## src/rtl/snake_pkg.sv

```systemverilog
// Shared encodings, board limits and LFSR constants for the snake game controller.
// SCORE_BCD_EN additionally provides the BCD increment helper.
package snake_pkg;

    typedef enum logic [1:0] {
        MSM_START = 2'b00,
        MSM_PLAY  = 2'b01,
        MSM_LOST  = 2'b10,
        MSM_WIN   = 2'b11
    } msm_e;

    typedef enum logic [1:0] {
        NAV_UP    = 2'b00,
        NAV_LEFT  = 2'b01,
        NAV_RIGHT = 2'b10,
        NAV_DOWN  = 2'b11
    } nav_e;

    localparam int unsigned BOARD_MAX_X = 159;
    localparam int unsigned BOARD_MAX_Y = 119;

    // x^15 + x^14 + 1 : feedback from the two top stages
    localparam int unsigned LFSR_W      = 15;
    localparam int unsigned LFSR_TAP_HI = 14;
    localparam int unsigned LFSR_TAP_LO = 13;

    localparam logic [7:0] TARGET_H_RST = 8'd40;
    localparam logic [6:0] TARGET_V_RST = 7'd30;

`ifdef SCORE_BCD_EN
    function automatic logic [11:0] bcd_inc(input logic [11:0] v);
        logic [11:0] r;
        r = v;
        if (r[3:0] == 4'd9) begin
            r[3:0] = '0;
            if (r[7:4] == 4'd9) begin
                r[7:4]  = '0;
                r[11:8] = r[11:8] + 4'd1;
            end else begin
                r[7:4] = r[7:4] + 4'd1;
            end
        end else begin
            r[3:0] = r[3:0] + 4'd1;
        end
        return r;
    endfunction
`endif

endpackage

```

## src/rtl/snake_target_lfsr.sv

```systemverilog
// Free-running target LFSR; on REQ it keeps drawing candidates until one lands
// inside the board and then loads it as the new target.
module snake_target_lfsr #(
    parameter int unsigned MAX_X     = snake_pkg::BOARD_MAX_X,
    parameter int unsigned MAX_Y     = snake_pkg::BOARD_MAX_Y,
    parameter logic [14:0] LFSR_SEED = 15'h4A5F
) (
    input  logic       CLK,
    input  logic       RESET,
    input  logic       REQ,
    output logic [7:0] TARGET_ADDR_H,
    output logic [6:0] TARGET_ADDR_V
);
    import snake_pkg::*;

    localparam logic [7:0] MAX_H = 8'(MAX_X);
    localparam logic [6:0] MAX_V = 7'(MAX_Y);

    logic [LFSR_W-1:0] lfsr_q, lfsr_d;
    logic              pending_q, pending_d;
    logic [7:0]        tgt_h_q, tgt_h_d;
    logic [6:0]        tgt_v_q, tgt_v_d;
    logic [7:0]        cand_h;
    logic [6:0]        cand_v;
    logic              cand_ok;

    always_comb begin
        cand_h  = lfsr_q[7:0];
        cand_v  = lfsr_q[14:8];
        cand_ok = (cand_h != '0) && (cand_h <= MAX_H) &&
                  (cand_v != '0) && (cand_v <= MAX_V);
        lfsr_d  = {lfsr_q[LFSR_W-2:0], lfsr_q[LFSR_TAP_HI] ^ lfsr_q[LFSR_TAP_LO]};
        // A request arriving on a load cycle keeps pending set for another draw
        pending_d = REQ | (pending_q & ~cand_ok);
        tgt_h_d   = tgt_h_q;
        tgt_v_d   = tgt_v_q;
        if (pending_q && cand_ok) begin
            tgt_h_d = cand_h;
            tgt_v_d = cand_v;
        end
    end

    always_ff @(posedge CLK) begin
        if (!RESET) begin
            lfsr_q    <= LFSR_SEED;
            pending_q <= 1'b0;
            tgt_h_q   <= TARGET_H_RST;
            tgt_v_q   <= TARGET_V_RST;
        end else begin
            lfsr_q    <= lfsr_d;
            pending_q <= pending_d;
            tgt_h_q   <= tgt_h_d;
            tgt_v_q   <= tgt_v_d;
        end
    end

    assign TARGET_ADDR_H = tgt_h_q;
    assign TARGET_ADDR_V = tgt_v_q;

endmodule

```

## src/rtl/snake_game_sequencer.sv

```systemverilog
// Snake game master controller: game FSM, button synchronizers, heading and score.
// Define SCORE_BCD_EN to add the SCORE_BCD[11:0] output.
module snake_game_sequencer #(
    parameter int unsigned WIN_SCORE = 28,
    parameter int unsigned MAX_X     = snake_pkg::BOARD_MAX_X,
    parameter int unsigned MAX_Y     = snake_pkg::BOARD_MAX_Y,
    parameter logic [14:0] LFSR_SEED = 15'h4A5F
) (
    input  logic        CLK,
    input  logic        RESET,
    input  logic        BTNU,
    input  logic        BTNL,
    input  logic        BTNR,
    input  logic        BTND,
    input  logic        BTNC,
    input  logic        TARGET_REACHED,
    input  logic        LOST,
    output logic [1:0]  MSM_STATE,
    output logic [1:0]  NAV_STATE,
    output logic        GAME_RESET,
    output logic [7:0]  TARGET_ADDR_H,
    output logic [6:0]  TARGET_ADDR_V,
    output logic [7:0]  SCORE
`ifdef SCORE_BCD_EN
    ,
    output logic [11:0] SCORE_BCD
`endif
);
    import snake_pkg::*;

    localparam logic [8:0] WIN_9 = 9'(WIN_SCORE);

    // Button vector bit order: {U, L, R, D, C}
    logic [4:0] btn_s1_q, btn_s2_q, btn_hist_q, btn_edge;
    msm_e       msm_q, msm_d;
    nav_e       nav_q, nav_d, nav_req;
    logic [1:0] nav_rev;
    logic       nav_req_vld;
    logic       game_reset_q, game_reset_d;
    logic [7:0] score_q, score_d;
    logic [8:0] score_inc;
    logic       score_clr, score_hit, target_req;
`ifdef SCORE_BCD_EN
    logic [11:0] bcd_q, bcd_d;
`endif

    assign btn_edge = btn_s2_q & ~btn_hist_q;

    always_comb begin
        msm_d      = msm_q;
        nav_d      = nav_q;
        score_clr  = 1'b0;
        score_hit  = 1'b0;
        target_req = 1'b0;
        score_inc  = {1'b0, score_q} + 9'd1;
        nav_rev    = ~nav_q;

        nav_req_vld = |btn_edge[4:1];
        if (btn_edge[4])      nav_req = NAV_UP;
        else if (btn_edge[2]) nav_req = NAV_RIGHT;
        else if (btn_edge[3]) nav_req = NAV_LEFT;
        else                  nav_req = NAV_DOWN;

        case (msm_q)
            MSM_START: begin
                nav_d = NAV_UP;
                if (btn_edge[0]) begin
                    msm_d      = MSM_PLAY;
                    score_clr  = 1'b1;
                    target_req = 1'b1;
                end
            end
            MSM_PLAY: begin
                if (TARGET_REACHED) begin
                    score_hit  = 1'b1;
                    target_req = 1'b1;
                end
                // LOST outranks WIN even when the winning hit lands the same cycle
                if (LOST)                                    msm_d = MSM_LOST;
                else if (TARGET_REACHED && score_inc == WIN_9) msm_d = MSM_WIN;
                if (nav_req_vld && nav_req != nav_rev)       nav_d = nav_req;
            end
            default: begin
                if (btn_edge[0]) begin
                    msm_d = MSM_START;
                    nav_d = NAV_UP;
                end
            end
        endcase

        score_d = score_q;
        if (score_clr)                      score_d = '0;
        else if (score_hit && !score_inc[8]) score_d = score_inc[7:0];
`ifdef SCORE_BCD_EN
        bcd_d = bcd_q;
        if (score_clr)                      bcd_d = '0;
        else if (score_hit && !score_inc[8]) bcd_d = bcd_inc(bcd_q);
`endif
        game_reset_d = (msm_d == MSM_START);
    end

    always_ff @(posedge CLK) begin
        if (!RESET) begin
            btn_s1_q     <= '0;
            btn_s2_q     <= '0;
            btn_hist_q   <= '0;
            msm_q        <= MSM_START;
            nav_q        <= NAV_UP;
            game_reset_q <= 1'b1;
            score_q      <= '0;
`ifdef SCORE_BCD_EN
            bcd_q        <= '0;
`endif
        end else begin
            btn_s1_q     <= {BTNU, BTNL, BTNR, BTND, BTNC};
            btn_s2_q     <= btn_s1_q;
            btn_hist_q   <= btn_s2_q;
            msm_q        <= msm_d;
            nav_q        <= nav_d;
            game_reset_q <= game_reset_d;
            score_q      <= score_d;
`ifdef SCORE_BCD_EN
            bcd_q        <= bcd_d;
`endif
        end
    end

    snake_target_lfsr #(
        .MAX_X     (MAX_X),
        .MAX_Y     (MAX_Y),
        .LFSR_SEED (LFSR_SEED)
    ) u_target (
        .CLK           (CLK),
        .RESET         (RESET),
        .REQ           (target_req),
        .TARGET_ADDR_H (TARGET_ADDR_H),
        .TARGET_ADDR_V (TARGET_ADDR_V)
    );

    assign MSM_STATE  = msm_q;
    assign NAV_STATE  = nav_q;
    assign GAME_RESET = game_reset_q;
    assign SCORE      = score_q;
`ifdef SCORE_BCD_EN
    assign SCORE_BCD  = bcd_q;
`endif

endmodule
```

## config.mk

```make
export PLATFORM = sky130hd
export DESIGN_NAME = snake_game_sequencer
export DESIGN_NICKNAME = d
export VERILOG_FILES = /design/src/rtl/snake_pkg.sv /design/src/rtl/snake_target_lfsr.sv /design/src/rtl/snake_game_sequencer.sv
export SDC_FILE = /design/constraint.sdc
export NUM_CORES = 1
export LEC_CHECK = 0
export CAP_MARGIN = 20
export CORE_UTILIZATION = 55
export DETAILED_ROUTE_END_ITERATION = 10
export GPL_ROUTABILITY_DRIVEN = 0
export GPL_TIMING_DRIVEN = 0
export PLACE_DENSITY = 0.83
export SYNTH_ARGS = -nofsm -noshare
export SYNTH_HDL_FRONTEND = slang
export SYNTH_SLANG_ARGS = --single-unit
```

## constraint.sdc

```tcl
create_clock -name CLK -period 2.75 [get_ports CLK]
set_clock_uncertainty 0.1 [all_clocks]
set_input_delay 0.825 -clock CLK [delete_from_list [all_inputs] [get_ports CLK]]
set_output_delay 0.825 -clock CLK [all_outputs]
set_load 0.03 [all_outputs]
```

==> metrics <==
Slew HR=34.8%; Detail Route Antenna Nets=0; Synth Area in XOR/XNOR=2.75%; final net count=287; die area=4310 µm²; largest net degree at the start of global routing=11; Global Route Usage Sum=21.8%; CORE AREA=3770 µm²; Post-CTS Hold Buffers=0; Fillers=274; Max Fanout on Critical Path=9; share of cells above drive strength 1=7.83%; post-synthesis adder-cell area fraction=1.12%; Port Buf Inserts=36; min Tclk post-route=2460 ps; post-synthesis simple-gate area fraction=24.8%; commonest non-fill, non-tap cell in the layout=dfxtp_1; most frequent cells in the layout=dfxtp_1, clkdlybuf4s50_1, nand2_1; Slowest-stage cell, CP=clkdlybuf4s50_1; final period utilization=89.6%; final WL=4050 µm; Max Cap Viol=0; ys async rst share=0%; Synth top area share=53.1%; CP arrival=1540 ps; Cell variety after synth=41; Switching Share=23.7%; Syn Nets=240; Starting DRT DRC Count=106; vias per inst=5.16; total grt overflow=0; post-synth top area cell=dfxtp_1; mux cell area share after synthesis=5.40%; Hold Path Class=reg -> reg; CTS tree=done; post-synthesis compound-gate area fraction=9.16%; IO Count=37; total setup buffers inserted after CTS=0; Post-synth EDFFs=0; DP HPWL=2840 µm; Worst Path Buf+Inv=1; top cells by area, synth=dfxtp_1, mux2i_1, nand2_1; yosys warns=0; Clock Tree Buf Depth=2; Leak Pwr=1.13 nW; Residual DRC=0; CP required=1830 ps; final worst setup slack=287 ps; Placement Setup Slack=63.4 ps; ANT cells=0; clock sink total=59; Worst Tran Pin Value=969 ps; Sequential Power Share=50.0%; switching power=0.000432 W; Seq/Total Area, Yosys=53.1%; unrepaired setup endpoints after global routing=false; status=complete, no violations; first-pass GRT wire length=6870 µm; vias=1697; number of global-route vias before repair=1587; logic gate share of total power=7.9%; cell chain of the critical path=clkdlybuf4s50_1; Syn Inst Count=229; Int Power=0.00139 W; Clock power frac=42.1%; Post-Route Setup TNS=0 ps; Clock Latency Late Sink=330 ps; Design Power=0.00183 W; Startpoint Class=flip-flop; Slew Limit Fails=0; clk root buf=clkbuf_8; wire per inst=12.3 µm; total CTS buffers=9; final cell utilization of the core=75.3%; Mapped Area=2230 µm²; largest family of logic cells by synthesized area=simple AND/OR/NAND/NOR gates; CTS resizes=0; first-pass detailed-route iteration total=4; CTS clock-pin slew for the worst setup and hold paths=60 ps; initial antenna violation count=0; Initial Util=59.0%; FMAX=406 MHz; top_reg_cell synth=dfxtp_1; CP delay by family, top=buffers and inverters; Worst VDD drop=0.000435 V; Final Hold Viols=0; syn_area_per_cell=9.72 µm²; chip height=65.6 µm; htree depth=3; Worst setup EP type=output pin; FF+latch count, synth=59; P&R area growth vs syn=27.6%; Crit Path Category=reg -> out; chip width=65.6 µm; Final setup violation count=0; slowest stage delay, CP=730 ps; Fin Hold WS=340 ps; Row Count=22; Pwr Density=643 nW/µm²
[logic make-up (layout without fill, tap and decap cells)]
logic type / after synthesis / after routing
flops: 59 / 59
xor+xnor: 7 / 7
fa+ha+maj: 2 / 2
mux: 12 / 12
compound gates: 24 / 24
buf+inv: 20 / 72
simple gates: 105 / 105
[power groups by stage]
stage	Sequential [W]	Clock [W]	Combinational, W
2_1_floorplan	0.000949	0	0.0000713
6_report	0.000913	0.000769	0.000145
5_1_grt	0.000917	0.000820	0.000158
3_3_place_gp	0.000930	0	0.000142
4_1_cts	0.000913	0.000776	0.000146
3_5_place_dp	0.000932	0	0.000145
[metal layers]
metal / global-route usage [%] / wire length, µm / vias to the layer above
met5: 0 / 0 / -
met2: 35.4 / 1830 / 36
met1: 25.6 / 1960 / 778
met3: 5.21 / 156 / 10
met4: 13.9 / 108 / 0
li1: - / - / 873
[area by class of cell]
class / count / area [µm²] / area share [%]
plain buffers: 8 / 37.5 / 1.32
clock buffers: 11 / 141 / 4.98
clock inverters: 5 / 52.6 / 1.85
inverters: 12 / 45.0 / 1.59
multi-input cells: 150 / 962 / 33.9
flip-flops and latches: 59 / 1180 / 41.6
well taps: 48 / 60.1 / 2.11
repair buffers: 36 / 360 / 12.7
[cell usage after synthesis, types with 2 or more instances]
library cell and number:
and2_1 18, mux2i_1 12, xor2_1 4, o31ai_1 4
nand2b_1 13, nand2_1 32, dfxtp_1 59, ha_1 2
nand3_1 5, a31oi_1 3, buf_1 2, inv_1 12
clkbuf_1 5, o21a_1 2, nor2b_1 4, nand4_1 2
o21ai_0 2, o211ai_1 3, nor3_1 2, nor2_1 13
nor4_1 7, or3_1 2, xnor2_1 3
[path summary, 6_finish.rpt]
path	from	end	slack, ps	cells past startpoint
min	btn_s1_q[0]	btn_s2_q[0]	340	1
max	MSM_STATE[1]	MSM_STATE[1]	290	1
max reg2reg	u_target.lfsr_q[13]	u_target.TARGET_ADDR_H[4]	700	5
min reg2reg	btn_s1_q[0]	btn_s2_q[0]	340	1
[state kept, by name (all words and copies together) (netlist names)]
name                    count
u_target.TARGET_ADDR_H      8
GAME_RESET                  1
u_target.pending_q          1
u_target.TARGET_ADDR_V      7
u_target.lfsr_q            15
MSM_STATE                   2
NAV_STATE                   2
btn_s2_q                    5
SCORE                       8
btn_s1_q                    5
btn_hist_q                  5
[stage by stage]
| stage | instances | area [µm²] |
|---|---|---|
| floorplan | 229 | 2230 |
| global placement | 313 | 2650 |
| detailed placement | 313 | 2650 |
| CTS | 329 | 2840 |
| global route | 329 | 2840 |
| finish | 329 | 2840 |
No activity file was read; power rests on OpenSTA's default activity.
==> RTL change: new RTL, config.mk and constraints unchanged <==
Add a define of `SCORE_BCD_EN`.
--- a/src/rtl/snake_pkg.sv
+++ b/src/rtl/snake_pkg.sv
@@ -1,5 +1,7 @@
 // Shared encodings, board limits and LFSR constants for the snake game controller.
 // SCORE_BCD_EN additionally provides the BCD increment helper.
+`define SCORE_BCD_EN
+
 package snake_pkg;
 
     typedef enum logic [1:0] {
Function (old outputs only; new: SCORE_BCD): kept (Yosys induction, for registers that start in step).
==> RTL change against the unedited design <==
Setup slack got worse by 14 ps; sequential cell count grew 12; hold slack worse by 6.5 ps; maximum frequency decreased by 0.55%; non-clock buffer count rose by 15; design area grew 25%; wire length up 38%; power up 9.9%; highest routed layer unchanged; register-to-register slack better by 20 ps; area after synthesis rose by 26%; largest cell class unchanged; final cell count is 29% higher; via count increased by 31%.
==> RTL change: results (changes against the unedited design) <==
Drt:
- The post-detailed-route wirelength per cell came to 13.2 um (+6.9%).
- The wire length reported by the detailed router is 5.60 mm (+38%).
- The average vias per placed instance came to 5.22 (+1.2%).

Final layout:
- The number of inserted filler cells in the final layout is 395 (+44%).
- The layout buffer count excluding clock buffers was 59 (+34%).
- The register cell area after layout came to 0.00142 mm2 (+20%).
- The count of clock-net buffers in the final layout is 14 (+3).
- The fraction of area in multi-input gates was 36.4% (+2.5 points).
- The buffer share of cell area came to 14.9% (+0.89 points).

Place:
- The cell area after placement is 0.00338 mm2 (+28%).
- The detailed placement HPWL came to 3.88 mm (+37%).
- The worst slack at placement came to -92.5 ps (-156 ps).

Power and ir drop:
- The leakage dissipation is 1.43 nW (+26%).
- The internal power is 1.55 mW (+11%).
- The maximum resistive drop on vdd is 0.351 mV (-19%).

Yosys:
- The post-synthesis xor/xnor area fraction is 5.29% (+2.5 points).
- The number of nets in the synthesized netlist came to 309 (+29%).
- The number of distinct library cell variants in the gate-level netlist after synthesis is 42 (+2.4%).
- The synthesized flop and latch total came to 71 (+20%).
- Ranked by instance count, the synthesized netlist is headed by 71 x sky130_fd_sc_hd__dfxtp_1, 35 x sky130_fd_sc_hd__nand2_1, 19 x sky130_fd_sc_hd__nor2_1.

Critical path:
- The highest cell delay on the worst timing path is 490 ps (-240 ps).
- The critical path arrival was 2650 ps (+1110 ps).
- The slack of the worst reg-to-reg path was 720 ps (+20 ps).
- The startpoint identified for the worst register-to-register timing path is u_target.lfsr_q[11].

Floorplan:
- The chip width came to 73.5 um (+12%).

Run status:
- The flow ran to the end, and the final reports show no timing, DRC or antenna violations.

Global routing:
- The wire length of the first global-routing pass is 9.62 mm (+40%).
==> RTL change: routing by layer <==
metal,vias up,part of all wire [%],wire (um),GRT usage (%)
li1,1125,-,-,-
met1,1033,45,2510,27.5
met2,49,49,2730,40.4
met3,11,4.4,246,5.21
met4,0,2.0,112,15.0
met5,-,0,0,0
==> RTL change: power by group through the flow <==
| stage | clock network, mW | registers [mW] | logic, mW |
|---|---|---|---|
| 6_report | 0.766 | 1.09 | 0.154 |
| 3_5_place_dp | 0 | 1.11 | 0.154 |
| 2_1_floorplan | 0 | 1.13 | 0.0757 |
| 4_1_cts | 0.784 | 1.09 | 0.156 |
| 3_3_place_gp | 0 | 1.11 | 0.152 |
| 5_1_grt | 0.821 | 1.09 | 0.169 |
